## config.mk

```make
export PLATFORM = sky130hd
export DESIGN_NAME = spec_mem_tracker
export DESIGN_NICKNAME = d
export VERILOG_FILES = /design/src/rtl/spec_mem_tracker.sv
export SDC_FILE = /design/constraint.sdc
export NUM_CORES = 1
export LEC_CHECK = 0
export ABC_CLOCK_PERIOD_IN_PS = 8600
export CAP_MARGIN = 20
export CORE_MARGIN = 2
export CORE_UTILIZATION = 42
export CTS_CLUSTER_DIAMETER = 200
export DETAILED_ROUTE_END_ITERATION = 7
export PLACE_DENSITY = 0.77
export SLEW_MARGIN = 15
export SYNTH_ARGS = -nofsm -noshare
export SYNTH_HDL_FRONTEND = slang
export SYNTH_SLANG_ARGS = --single-unit
```

## constraint.sdc

```tcl
create_clock -name clk_i -period 8.6 [get_ports clk_i]
set_input_delay 2.58 -clock clk_i [delete_from_list [all_inputs] [get_ports clk_i]]
set_output_delay 2.58 -clock clk_i [all_outputs]
set_load 0.02 [all_outputs]
```

## src/rtl/spec_mem_tracker.sv

```systemverilog
// Bus-side recorder for one instruction's data accesses (up to two granules),
// presenting read/write compare values to the spec API mem ports.
module spec_mem_tracker #(
  parameter int MaxPending = 2
) (
  input  logic        clk_i,
  input  logic        rst_i,
  input  logic        data_req_i,
  input  logic        data_gnt_i,
  input  logic        data_we_i,
  input  logic [31:0] data_addr_i,
  input  logic [3:0]  data_be_i,
  input  logic [31:0] data_wdata_i,
  input  logic        data_rvalid_i,
  input  logic [31:0] data_rdata_i,
  input  logic        data_err_i,
  input  logic        instr_ret_i,
  output logic        rec_valid_o,
  output logic        mem_read_o,
  output logic        mem_read_snd_gran_o,
  output logic [31:0] mem_read_fst_addr_o,
  output logic [31:0] mem_read_snd_addr_o,
  output logic [31:0] mem_read_fst_rdata_o,
  output logic [31:0] mem_read_snd_rdata_o,
  output logic        mem_write_o,
  output logic        mem_write_snd_gran_o,
  output logic [31:0] mem_write_fst_addr_o,
  output logic [31:0] mem_write_snd_addr_o,
  output logic [31:0] mem_write_fst_wdata_o,
  output logic [31:0] mem_write_snd_wdata_o,
  output logic [3:0]  mem_write_fst_be_o,
  output logic [3:0]  mem_write_snd_be_o,
  output logic        bus_err_o,
  output logic        protocol_err_o,
  output logic [1:0]  state_o
);

  // Handshake: a request is accepted in any cycle with data_req_i & data_gnt_i;
  // each data_rvalid_i answers the oldest accepted request, in order, and
  // cannot be back-pressured.

  localparam int PW = (MaxPending > 1) ? $clog2(MaxPending) : 1;
  localparam int CW = $clog2(MaxPending + 1);
  localparam logic [CW-1:0] FULL = CW'(MaxPending);

  localparam logic [1:0] IDLE     = 2'd0;
  localparam logic [1:0] ACTIVE   = 2'd1;
  localparam logic [1:0] COMPLETE = 2'd2;

  logic [1:0]    state_q, state_d;
  logic [PW-1:0] rd_ptr_q, rd_ptr_d, wr_ptr_q, wr_ptr_d, push_ptr;
  logic [CW-1:0] count_q, count_d, count_mid;
  logic [1:0]    k_q, k_d;
  logic          bus_err_q, bus_err_d, perr_q, perr_d;
  logic          grant, pop, rec_en, push_en;

  logic          fifo_we    [MaxPending];
  logic [31:0]   fifo_addr  [MaxPending];
  logic [3:0]    fifo_be    [MaxPending];
  logic [31:0]   fifo_wdata [MaxPending];

  logic          slot_we   [2];
  logic [31:0]   slot_addr [2];
  logic [31:0]   slot_data [2];
  logic [3:0]    slot_be   [2];

  function automatic logic [PW-1:0] ptr_inc(input logic [PW-1:0] p);
    return (p == PW'(MaxPending - 1)) ? '0 : p + PW'(1);
  endfunction

  always_comb begin
    grant     = data_req_i & data_gnt_i;
    pop       = data_rvalid_i && (count_q != '0);
    perr_d    = perr_q;
    bus_err_d = bus_err_q;
    k_d       = k_q;
    rec_en    = 1'b0;
    push_en   = 1'b0;
    rd_ptr_d  = rd_ptr_q;
    wr_ptr_d  = wr_ptr_q;
    count_mid = count_q;
    push_ptr  = wr_ptr_q;

    if (data_rvalid_i && (count_q == '0)) perr_d = 1'b1;

    // Pop happens before the same-cycle push, so a full FIFO can still accept.
    if (pop) begin
      rd_ptr_d  = ptr_inc(rd_ptr_q);
      count_mid = count_q - CW'(1);
      if (k_q == 2'd2) begin
        perr_d = 1'b1;
      end else begin
        rec_en = 1'b1;
        k_d    = k_q + 2'd1;
        if (data_err_i) bus_err_d = 1'b1;
        if ((k_q == 2'd1) && (fifo_we[rd_ptr_q] != slot_we[0])) perr_d = 1'b1;
      end
    end

    // Retire closes the record; a same-cycle grant starts the next instruction.
    if (instr_ret_i) begin
      if (count_mid != '0) perr_d = 1'b1;
      count_mid = '0;
      rd_ptr_d  = '0;
      wr_ptr_d  = '0;
      k_d       = 2'd0;
      bus_err_d = 1'b0;
    end

    count_d  = count_mid;
    push_ptr = wr_ptr_d;
    if (grant) begin
      if (count_mid == FULL) begin
        perr_d = 1'b1;
      end else begin
        push_en  = 1'b1;
        count_d  = count_mid + CW'(1);
        wr_ptr_d = ptr_inc(push_ptr);
      end
    end

    if (count_d != '0)  state_d = ACTIVE;
    else if (k_d != '0) state_d = COMPLETE;
    else                state_d = IDLE;
  end

  always_ff @(posedge clk_i) begin
    if (rst_i) begin
      state_q   <= IDLE;
      rd_ptr_q  <= '0;
      wr_ptr_q  <= '0;
      count_q   <= '0;
      k_q       <= 2'd0;
      bus_err_q <= 1'b0;
      perr_q    <= 1'b0;
    end else begin
      state_q   <= state_d;
      rd_ptr_q  <= rd_ptr_d;
      wr_ptr_q  <= wr_ptr_d;
      count_q   <= count_d;
      k_q       <= k_d;
      bus_err_q <= bus_err_d;
      perr_q    <= perr_d;
    end
  end

  // Payload storage needs no reset: every output is qualified by k_q.
  always_ff @(posedge clk_i) begin
    if (push_en) begin
      fifo_we[push_ptr]    <= data_we_i;
      fifo_addr[push_ptr]  <= data_addr_i;
      fifo_be[push_ptr]    <= data_be_i;
      fifo_wdata[push_ptr] <= data_wdata_i;
    end
    if (rec_en) begin
      slot_we[k_q[0]]   <= fifo_we[rd_ptr_q];
      slot_addr[k_q[0]] <= fifo_addr[rd_ptr_q];
      slot_be[k_q[0]]   <= fifo_be[rd_ptr_q];
      slot_data[k_q[0]] <= fifo_we[rd_ptr_q] ? fifo_wdata[rd_ptr_q] : data_rdata_i;
    end
  end

  logic fst_v, snd_v;
  assign fst_v = (k_q != 2'd0);
  assign snd_v = (k_q == 2'd2);

  assign mem_read_o            = fst_v & ~slot_we[0];
  assign mem_read_snd_gran_o   = snd_v & ~slot_we[1];
  assign mem_read_fst_addr_o   = mem_read_o ? slot_addr[0] : '0;
  assign mem_read_snd_addr_o   = mem_read_snd_gran_o ? slot_addr[1] : '0;
  assign mem_read_fst_rdata_o  = mem_read_o ? slot_data[0] : '0;
  assign mem_read_snd_rdata_o  = mem_read_snd_gran_o ? slot_data[1] : '0;
  assign mem_write_o           = fst_v & slot_we[0];
  assign mem_write_snd_gran_o  = snd_v & slot_we[1];
  assign mem_write_fst_addr_o  = mem_write_o ? slot_addr[0] : '0;
  assign mem_write_snd_addr_o  = mem_write_snd_gran_o ? slot_addr[1] : '0;
  assign mem_write_fst_wdata_o = mem_write_o ? slot_data[0] : '0;
  assign mem_write_snd_wdata_o = mem_write_snd_gran_o ? slot_data[1] : '0;
  assign mem_write_fst_be_o    = mem_write_o ? slot_be[0] : '0;
  assign mem_write_snd_be_o    = mem_write_snd_gran_o ? slot_be[1] : '0;
  assign bus_err_o             = bus_err_q;
  assign protocol_err_o        = perr_q;
  assign rec_valid_o           = (state_q == COMPLETE);
  assign state_o               = state_q;

endmodule
```

==> flow_metrics.tcl <==
set metrics [dict create \
    status "finished, final reports clean" \
    cts_setup_buffers 0 \
    postSynthCellCount 804 \
    viasPerCell 4.917 \
    cts_tree "done" \
    synthTopCellsByArea "edfxtp_1 (70%), and2_1 (10%), and3_1 (3.7%), mux2_2 (3.4%), mux2i_1 (3.0%)" \
    grt_antenna_before_repair 3 \
    grt_max_degree 73 \
    peakVddDrop_v 0.0001319 \
    dieHeight_um 171.8 \
    drcViolationCount 0 \
    grt_pass1_vias 7840 \
    cp_top_family "buffers and inverters" \
    multiInputGateArea_mm2 0.003115 \
    rsz0062_at_grt "no" \
    cp_max_fo 35 \
    cts.path.max_buffers 3 \
    synth-simple-area-share_pct 16.60 \
    portBuffers 380 \
    max_freq_mhz 173.3 \
    nFillCells 2237 \
    nets 1286 \
    final-max-slew-violation-count 0 \
    fin_ws_ns 2.831 \
    slew_headroom_pct 29.63 \
    io_pins 381 \
    ys.flop_type "edfxtp_1" \
    vias 7714 \
    path_clk_slew_ns 0.06 \
    drt-initial-drc-count 439 \
    hpwl_um 20310 \
    leakage_nw 5.915 \
    layoutNonFillerInstCount 1569 \
    pre_cts_ws_ns 3.099 \
    skew_ns 0.01891 \
    muxShareOfSynthArea_pct 6.475 \
    met2_length_um 15790 \
    synth_top_area_share_pct 70.08 \
    dieArea_mm2 0.02952 \
    top_layer_used "met4" \
    finalCriticalPeriod_ns 5.769 \
    cts_buffers 29 \
    synth_top_family_by_area "simple AND/OR/NAND/NOR gates" \
    dp_cells 1517 \
    crit_path_max_incr_delay_ns 0.66 \
    critical_path_class "register to output port" \
    yosysSeqAreaShare_pct 71.94 \
    cts_resized 0 \
    route.met3.wl_um 1755 \
    worst_pin_slew_ns 1.056 \
    start_util_pct 42.57 \
    netlist_area_mm2 0.01183 \
    seq_area_mm2 0.008512 \
    synth_top_cell_by_area "edfxtp_1" \
    yosys_register_bits 287 \
    clock_latency_ns 0.54 \
    final_util_pct 60.71 \
    yosys_warnings 0 \
    path_cells "inv_1, ha_2, nor2b_4, buf_4, and2_1, clkdlybuf4s50_1" \
    slowest_stage "nor2b_4" \
    grt_use_total_pct 20.23 \
    drv_cap 0 \
    power_density_mw_per_mm2 172.5 \
    hold_class "register to register" \
    gp_congestion 0.8239 \
    htree_levels 1 \
    die_w_um 171.8 \
    path_buf_inv 3 \
    synth.most_common_cell "edfxtp_1" \
    syn_to_final_growth_pct 42.60 \
    ctsHoldBuffers 0 \
    clock-sinks 287 \
    synthTopCellsByCount "edfxtp_1 (276), and2_1 (198), and3_1 (69), clkbuf_1 (39)" \
    synth_edf_count 276 \
    clock_tree.root_cell "clkbuf_16" \
    first_pass_iters 4 \
    synth_nets 919 \
    async_flop_share_pct 0 \
    synth_compound_area_share_pct 1.809 \
    cp.required_ns 6.02 \
    row_count 61 \
    crit_path_end_kind "output port" \
    synth_area_per_cell_um2 14.71 \
    wl_met1_um 12360 \
    drive_gt1_share_pct 8.333 \
    grt_overflow 0 \
    critical_path.startpoint_type "register" \
    hold_viol_final 0 \
    ys_types 30 \
    setup_viol 0 \
    core-area_mm2 0.02778 \
    finalPower_mw 2.908 \
    wl_per_cell_um 19.68 \
    cp.arrival_ns 3.19 \
    ant_nets 0 \
    drt_wl_total_um 30870 \
    grt_pass1_wl_um 45230 \
    synth_fa_ha_area_share_pct 0.7406 \
    fin_crit_sh_pct 67.09 \
    synth_xor_area_share_pct 0.2222 \
    tns_ns 0 \
]
## kinds of logic (layout without fill, tap and decap cells)
| logic type | after synthesis | in the layout |
|---|---|---|
| flip-flops | 287 | 287 |
| XOR/XNOR | 3 | 3 |
| multiplexers | 72 | 72 |
| buffers and inverters | 62 | 446 |
| AND/OR/NAND/NOR | 332 | 332 |
| other | 0 | 3 |
| AO/OA/AOI/OAI | 41 | 41 |
| adder cells (fa/ha/maj) | 7 | 7 |
## power breakdown
group,leakage (nW),switching [mW],internal (mW)
sequential,2.61,0.0153,1.58
combinational,2.88,0.0854,0.0850
clock,0.426,0.501,0.639
total,5.92,0.602,2.31
## cell type report
cell class,instances,share of cell area (%)
inverter,7,0.1558
clock buffer,31,4.348
antenna,3,0.04451
clock inverter,17,0.6603
sequential,287,50.47
multi-input combinational,455,18.47
timing repair buffer,391,23.04
tap,378,2.804
## path summary, 6_finish.rpt
check,startpoint,end,slack [ns],cells after the start
setup / recovery,k_q[0],mem_read_snd_rdata_o[5],2.83,6
hold / removal,bus_err_o,bus_err_o,0.52,2
setup reg to reg,count_q[0],fifo_addr[0][24],5.54,8
hold reg to reg,bus_err_o,bus_err_o,0.52,2
## worst register-to-register path: stages (launching register included)
cell and delay, ns:
dfxtp_1 0.37, inv_1 0.08, ha_1 0.23, and2b_1 0.33, xnor2_1 0.11, or2_2 0.30
ha_1 0.25, inv_1 0.10, and3_4 0.87
## per-layer routing
layer	global-route usage, %	vias up
met5	0	-
met4	7.417	0
met3	4.004	60
met2	35.78	253
met1	24.56	3789
li1	-	3612
## state kept, by name, summed over array words and instances, names as in the netlist, named ones only
register        flops
k_q                 2
slot_be             8
bus_err_o           1
fifo_be             8
state_o             2
slot_we             2
rd_ptr_q            1
slot_data          64
count_q             2
fifo_addr          64
fifo_we             2
fifo_wdata         64
protocol_err_o      1
slot_addr          64
wr_ptr_q            1
## through the flow
stage / hold slack, ns / instance area (µm²)
floorplan: 0.5202 / 11830
global placement: 0.5056 / 16000
detailed placement: 0.5086 / 16000
CTS: 0.5220 / 16850
global route: 0.5757 / 16860
finish: 0.5199 / 16860
## layout by cell type, fill, tap and decap left out, drive strengths merged
master / n
diode: 3
and2b: 2
or2: 1
clkdlybuf4s50: 380
dfxtp: 11
o21a: 1
clkbuf: 31
a21oi: 4
and4b: 1
nand2b: 3
mux2: 36
ha: 7
inv: 8
a31oi: 3
edfxtp: 276
and2: 198
nor2b: 3
clkinv: 15
buf: 11
or3: 1
nand3: 1
and3: 69
nand3b: 1
a211oi: 1
bufinv: 1
xnor2: 3
o21ai: 32
mux2i: 36
nor2: 8
nand2: 36
nor3: 8
(Power assumes the default switching activity.)
